## src/rtl/pdm_modulator_if.sv

```systemverilog
// Sample-producer handshake into the PDM modulator's input FIFO.
interface pdm_modulator_if #(
    parameter int DW = 8
);
    logic [DW-1:0] IN_DATA;
    logic          IN_VALID;
    logic          IN_READY;

    modport master (output IN_DATA, output IN_VALID, input IN_READY);
    modport slave  (input IN_DATA, input IN_VALID, output IN_READY);
endinterface

```

## src/rtl/pdm_modulator.sv

```systemverilog
// First-order PCM-to-PDM modulator (accumulator carry) with a small input FIFO;
// each sample is held for OSR clocks, repeating the last one if the FIFO runs dry.
module pdm_modulator #(
    parameter int DW    = 8,
    parameter int OSR   = 64,
    parameter int DEPTH = 4
) (
    input  logic                     CLK,
    input  logic                     RST,
    pdm_modulator_if.slave           in_if,
    output logic                     OUT,
    output logic                     SAMPLE_TICK,
    output logic [$clog2(DEPTH):0]   LEVEL,
    output logic                     UNDERRUN
);
    localparam int PW  = $clog2(DEPTH);
    localparam int LW  = PW + 1;
    localparam int PHW = $clog2(OSR);
    localparam logic [DW-1:0] MIDSCALE = DW'(1) << (DW - 1);

    logic [DW-1:0]  mem_q [DEPTH];
    logic [DW-1:0]  mem_d [DEPTH];
    logic [PW-1:0]  wr_ptr_q, wr_ptr_d;
    logic [PW-1:0]  rd_ptr_q, rd_ptr_d;
    logic [LW-1:0]  level_q, level_d;
    logic [PHW-1:0] phase_q, phase_d;
    logic [DW-1:0]  acc_q, acc_d;
    logic [DW-1:0]  cur_q, cur_d;
    logic           primed_q, primed_d;
    logic           out_q, out_d;
    logic           tick_q, tick_d;
    logic           underrun_q, underrun_d;

    logic [DW:0]    sum;
    logic           wrap;
    logic           empty;
    logic           ready;
    logic           push;
    logic           pop;

    assign sum   = {1'b0, acc_q} + {1'b0, cur_q};
    assign wrap  = (phase_q == PHW'(OSR - 1));
    assign empty = (level_q == '0);
    assign ready = (level_q != LW'(DEPTH));
    assign push  = in_if.IN_VALID && ready;
    // A word pushed into an empty FIFO on a wrap edge is not yet visible to pop.
    assign pop   = wrap && !empty;

    always_comb begin
        mem_d      = mem_q;
        wr_ptr_d   = wr_ptr_q;
        rd_ptr_d   = rd_ptr_q;
        level_d    = level_q;
        phase_d    = wrap ? '0 : phase_q + PHW'(1);
        acc_d      = sum[DW-1:0];
        out_d      = sum[DW];
        cur_d      = cur_q;
        primed_d   = primed_q;
        tick_d     = wrap;
        underrun_d = underrun_q | (wrap && empty && primed_q);

        if (push) begin
            mem_d[wr_ptr_q] = in_if.IN_DATA;
            wr_ptr_d        = wr_ptr_q + PW'(1);
        end
        if (pop) begin
            cur_d    = mem_q[rd_ptr_q];
            rd_ptr_d = rd_ptr_q + PW'(1);
            primed_d = 1'b1;
        end
        unique case ({push, pop})
            2'b10:   level_d = level_q + LW'(1);
            2'b01:   level_d = level_q - LW'(1);
            default: level_d = level_q;
        endcase
    end

    always_ff @(posedge CLK or negedge RST) begin
        if (!RST) begin
            for (int i = 0; i < DEPTH; i++) mem_q[i] <= '0;
            wr_ptr_q   <= '0;
            rd_ptr_q   <= '0;
            level_q    <= '0;
            phase_q    <= '0;
            acc_q      <= '0;
            cur_q      <= MIDSCALE;
            primed_q   <= 1'b0;
            out_q      <= 1'b0;
            tick_q     <= 1'b0;
            underrun_q <= 1'b0;
        end else begin
            mem_q      <= mem_d;
            wr_ptr_q   <= wr_ptr_d;
            rd_ptr_q   <= rd_ptr_d;
            level_q    <= level_d;
            phase_q    <= phase_d;
            acc_q      <= acc_d;
            cur_q      <= cur_d;
            primed_q   <= primed_d;
            out_q      <= out_d;
            tick_q     <= tick_d;
            underrun_q <= underrun_d;
        end
    end

    assign in_if.IN_READY = ready;
    assign OUT            = out_q;
    assign SAMPLE_TICK    = tick_q;
    assign LEVEL          = level_q;
    assign UNDERRUN       = underrun_q;
endmodule

```

## src/flat_wrapper.sv

```systemverilog
// flat-port wrapper written by rule: the top's interface ports become plain ports
module pdm_modulator_flat 
#(
    parameter int DW    = 8,
    parameter int OSR   = 64,
    parameter int DEPTH = 4
)
  (CLK, RST, OUT, SAMPLE_TICK, LEVEL, UNDERRUN, in_if_IN_DATA, in_if_IN_VALID, in_if_IN_READY);
  pdm_modulator_if #(.DW(DW)) in_if_i ();
  input  logic CLK;
  input  logic RST;
  output logic OUT;
  output logic SAMPLE_TICK;
  output logic [$clog2(DEPTH):0] LEVEL;
  output logic UNDERRUN;
  input wire logic [$bits(in_if_i.IN_DATA)-1:0] in_if_IN_DATA;
  input wire logic [$bits(in_if_i.IN_VALID)-1:0] in_if_IN_VALID;
  output wire logic [$bits(in_if_i.IN_READY)-1:0] in_if_IN_READY;
  assign in_if_i.IN_DATA = in_if_IN_DATA;
  assign in_if_i.IN_VALID = in_if_IN_VALID;
  assign in_if_IN_READY = in_if_i.IN_READY;
  pdm_modulator #(.DW(DW), .OSR(OSR), .DEPTH(DEPTH)) u_core (.CLK(CLK), .RST(RST), .in_if(in_if_i), .OUT(OUT), .SAMPLE_TICK(SAMPLE_TICK), .LEVEL(LEVEL), .UNDERRUN(UNDERRUN));
endmodule
```

## config.mk

```make
export PLATFORM = sky130hd
export DESIGN_NAME = pdm_modulator_flat
export DESIGN_NICKNAME = d
export VERILOG_FILES = /design/src/rtl/pdm_modulator_if.sv /design/src/rtl/pdm_modulator.sv /design/src/flat_wrapper.sv
export SDC_FILE = /design/constraint.sdc
export NUM_CORES = 1
export LEC_CHECK = 0
export CORE_MARGIN = 3
export CORE_UTILIZATION = 50
export CTS_CLUSTER_SIZE = 24
export DETAILED_ROUTE_END_ITERATION = 10
export GPL_TIMING_DRIVEN = 0
export PLACE_DENSITY = 0.69
export SKIP_CTS_REPAIR_TIMING = 1
export SLEW_MARGIN = 30
export SYNTH_ARGS = -nofsm -noshare
export SYNTH_HDL_FRONTEND = slang
export SYNTH_SLANG_ARGS = --single-unit
```

## constraint.sdc

```tcl
create_clock -name CLK -period 2.44 [get_ports CLK]
set_input_delay 0.488 -clock CLK [delete_from_list [all_inputs] [get_ports CLK]]
set_output_delay 0.488 -clock CLK [all_outputs]
set_load 0.02 [all_outputs]
```

==> results.py <==
metrics = {
    "sta": {
        "hold_viol": 0,
        "worst_slack_ns": 0.162,
        "min_period_ns": 2.28,
        "final.period_utilization_pct": 93.4,
        "worst_slew_margin_rel_pct": 65.1,
        "setup_viol": 0,
        "max_freq_mhz": 439,
        "worst_slew_pin_slew_ns": 0.524,
        "clock_skew_ns": 0.00870,
        "slew_viol_final": 0,
        "holdWs_ns": 0.479,
    },
    "power_and_ir_drop": {
        "switching_share_pct": 28.4,
        "p_sw_uw": 988,
        "vdd_ir_drop_max_v": 0.000573,
        "p_comb_share_pct": 28.5,
        "total_leakage_power_uw": 0.00165,
        "internal-power_uw": 2490,
        "p_seq_share_pct": 45.3,
        "p_clk_share_pct": 26.2,
        "power_density_nw_per_um2": 970,
    },
    "clocking": {
        "clkSinkCount": 65,
        "cts_max_level": 3,
        "clock_latency_ns": 0.33,
        "cts_buffer_depth": 2,
        "clkTransAtPathRegs_ns": 0.07,
        "root_buffer": "clkbuf_8",
        "numCtsBuffers": 9,
        "tritoncts": "built",
    },
    "routing": {
        "via_count": 1670,
        "wire_per_inst_um": 17.5,
        "wl_mm": 5.40,
        "postRouteAntennaNets": 0,
        "first_iter_violations": 45,
        "drcViolationCount": 0,
        "firstDrtPassIters": 4,
        "avgViaCountPerCell": 5.40,
    },
    "cells_and_area": {
        "area_delta_synth_final_pct": 17.7,
        "final_cell_area_um2": 3580,
        "final_nets": 260,
        "antenna_cells": 0,
        "fillers": 427,
        "drive_gt1_share_pct": 32.9,
        "postLayoutCoreUtil_pct": 62.8,
        "fin_cells": 309,
    },
    "critical_path": {
        "required_ns": 2.70,
        "r2r-end": "u_core.LEVEL[2]",
        "crit_type": "reg -> reg",
        "crit_path_start_kind": "register",
        "critPathArrivalTime_ns": 2.53,
        "cp_max_fo": 5,
        "cpMostUsedCell": "xor2_1",
        "cpPeakStageDelay_ns": 0.40,
        "crit_chain": "ha_2, nand2_1, nor3_4, buf_6, ha_1, inv_1, fa_1, xor2_1, nor2_1, xor2_1",
        "regToRegStartpoint": "u_core.phase_q[1]",
        "startpoint": "u_core.phase_q[1]",
        "cp_slowest_cell": "dfrtp_1",
        "worstSetupEndpointType": "register",
        "rrSetupSlack_ns": 0.16,
        "r2r_cells": 10,
    },
    "placement": {
        "dp_cells": 289,
        "place_ws_ns": 0.0153,
        "placement.cell_area_um2": 3330,
        "gp_congestion": 0.760,
        "place.port_buffers": 17,
        "hpwl_mm": 3.72,
    },
    "min_path": {
        "min_path_type": "reg -> reg",
        "hold_path_end": "u_core.primed_q",
        "min_from": "u_core.primed_q",
        "hold_depth": 1,
    },
    "die": {
        "dieArea_um2": 7060,
        "start_util_pct": 53.3,
        "coreArea_um2": 5710,
        "die_h_um": 84.0,
        "ios": 18,
        "num_rows": 27,
        "die_width_um": 84.0,
    },
    "logic_synthesis": {
        "ys_types": 33,
        "synthCells": 199,
        "synth_top_cell_area_share_pct": 52.6,
        "avgSynthCellArea_um2": 15.3,
        "yosys.area.top_type": "dfrtp_1",
        "synthTopCellsByCount": "64 x dfrtp_1, 33 x mux2_2, 14 x ha_1",
        "synth_edf_count": 0,
        "ys_ff_latch": 65,
        "syn_nets": 226,
        "synth_warnings": 0,
        "synth_area_um2": 3040,
        "ys_async_sr_fraction_pct": 100,
        "yosysMostFrequentCell": "dfrtp_1",
        "ys_seq_area_share_pct": 53.5,
        "synthTopCellsByArea": "dfrtp_1 53%, mux2_2 12%, mux4_1 6.9%, ha_1 5.8%, mux2_4 3.5%",
        "synth_ff_type": "dfrtp_1",
    },
    "global_route": {
        "track_usage_pct": 16.7,
        "grt_pass1_vias": 1778,
        "grt_max_degree": 52,
        "grt_overflow_total": 0,
        "grt_pass1_wl_mm": 8.95,
        "antenna_found_initial": 0,
    },
    "outcome": {
        "status": "finished clean",
    },
    "job": {
        "drv_cap": 0,
    },
}
-- cells by family (layout without fill, tap and decap cells) --
| family | count (synthesis) | count (layout) | synth area share (%) |
|---|---|---|---|
| DFF | 65 | 65 | 53.5 |
| muxes | 49 | 49 | 22.9 |
| and+or+nand+nor | 27 | 27 | 6.70 |
| adders and majority gates | 16 | 16 | 7.07 |
| buffers and inverters | 11 | 49 | 2.38 |
| AOI/OAI and AO/OA | 16 | 16 | 3.17 |
| xor gates and xnor gates | 15 | 15 | 4.32 |
-- state kept, by name, indices dropped and copies added (netlist names) --
signal              cells
u_core.primed_q         1
u_core.acc_q            8
u_core.wr_ptr_q         2
u_core.cur_q            8
u_core.SAMPLE_TICK      1
u_core.UNDERRUN         1
u_core.LEVEL            3
u_core.OUT              1
u_core.rd_ptr_q         2
u_core.mem_q           32
u_core.phase_q          6
-- worst max-delay path by stage --
stage | slack, ns | cells after the start | end
2_1_floorplan | 0.25 | 11 | u_core.LEVEL[2]
4_1_cts | -0.004 | 10 | u_core.LEVEL[2]
5_1_grt | -0.02 | 10 | u_core.LEVEL[2]
3_3_place_gp | -1.03 | 1 | u_core.mem_q[10]
3_5_place_dp | 0.02 | 10 | u_core.LEVEL[2]
6_report | 0.16 | 10 | u_core.LEVEL[2]
-- stage by stage --
stage	setup TNS, ns	power (µW)
after floorplan	0	2290
final	0	3480
after CTS	-0.00353	3520
after global routing	-0.0153	3680
after detailed placement	0	2590
after global placement	-65.71	2500
-- power by group through the flow --
stage	clock (µW)	combinational, µW	sequential, µW
floorplan	0	738	1560
global placement	0	948	1550
detailed placement	0	998	1590
CTS	943	1000	1580
global route	999	1070	1610
finish	911	990	1580
-- metal layers --
metal / GRT usage, % / vias up / share of wire (%)
met5: 0 / - / 0
met4: 6.14 / 0 / 1.5
met3: 4.74 / 10 / 2.7
met2: 29.2 / 18 / 54
met1: 19.3 / 861 / 42
li1: - / 781 / -
-- cell usage in the layout (no fill, tap or decap), drive strengths merged, types with 2 or more instances in the layout --
cell / synthesis / final
nand2: 10 / 10
buf: 4 / 10
nor3: 2 / 2
nand3: 4 / 4
mux2: 40 / 40
a21oi: 6 / 6
xor2: 7 / 7
clkinvlp: 0 / 3
o21ai: 4 / 4
mux4: 8 / 8
xnor2: 8 / 8
nor2: 6 / 6
fa: 2 / 2
a21o: 2 / 2
inv: 7 / 7
ha: 14 / 14
dfrtp: 64 / 64
clkdlybuf4s50: 0 / 16
clkbuf: 0 / 11
nor2b: 2 / 2
-- critical path, delay by kind of cell, from the launching register on --
family                     cells  cell delay [ns]
buffers and inverters          2             0.22
DFF                            1             0.40
xor gates and xnor gates       2             0.29
and+or+nand+nor                3             0.49
adders and majority gates      3             0.80
-- layout make-up --
type	count	area, µm²	share of cell area, %
plain buffers	4	46.3	1.29
clock buffers	11	151	4.22
clock inverters	4	52.6	1.47
inverters	7	26.3	0.733
multi-input cells	123	1350	37.7
flip-flops and latches	65	1630	45.5
well taps	72	90.1	2.51
repair buffers	23	235	6.56
No activity file was read; power rests on OpenSTA's default activity.
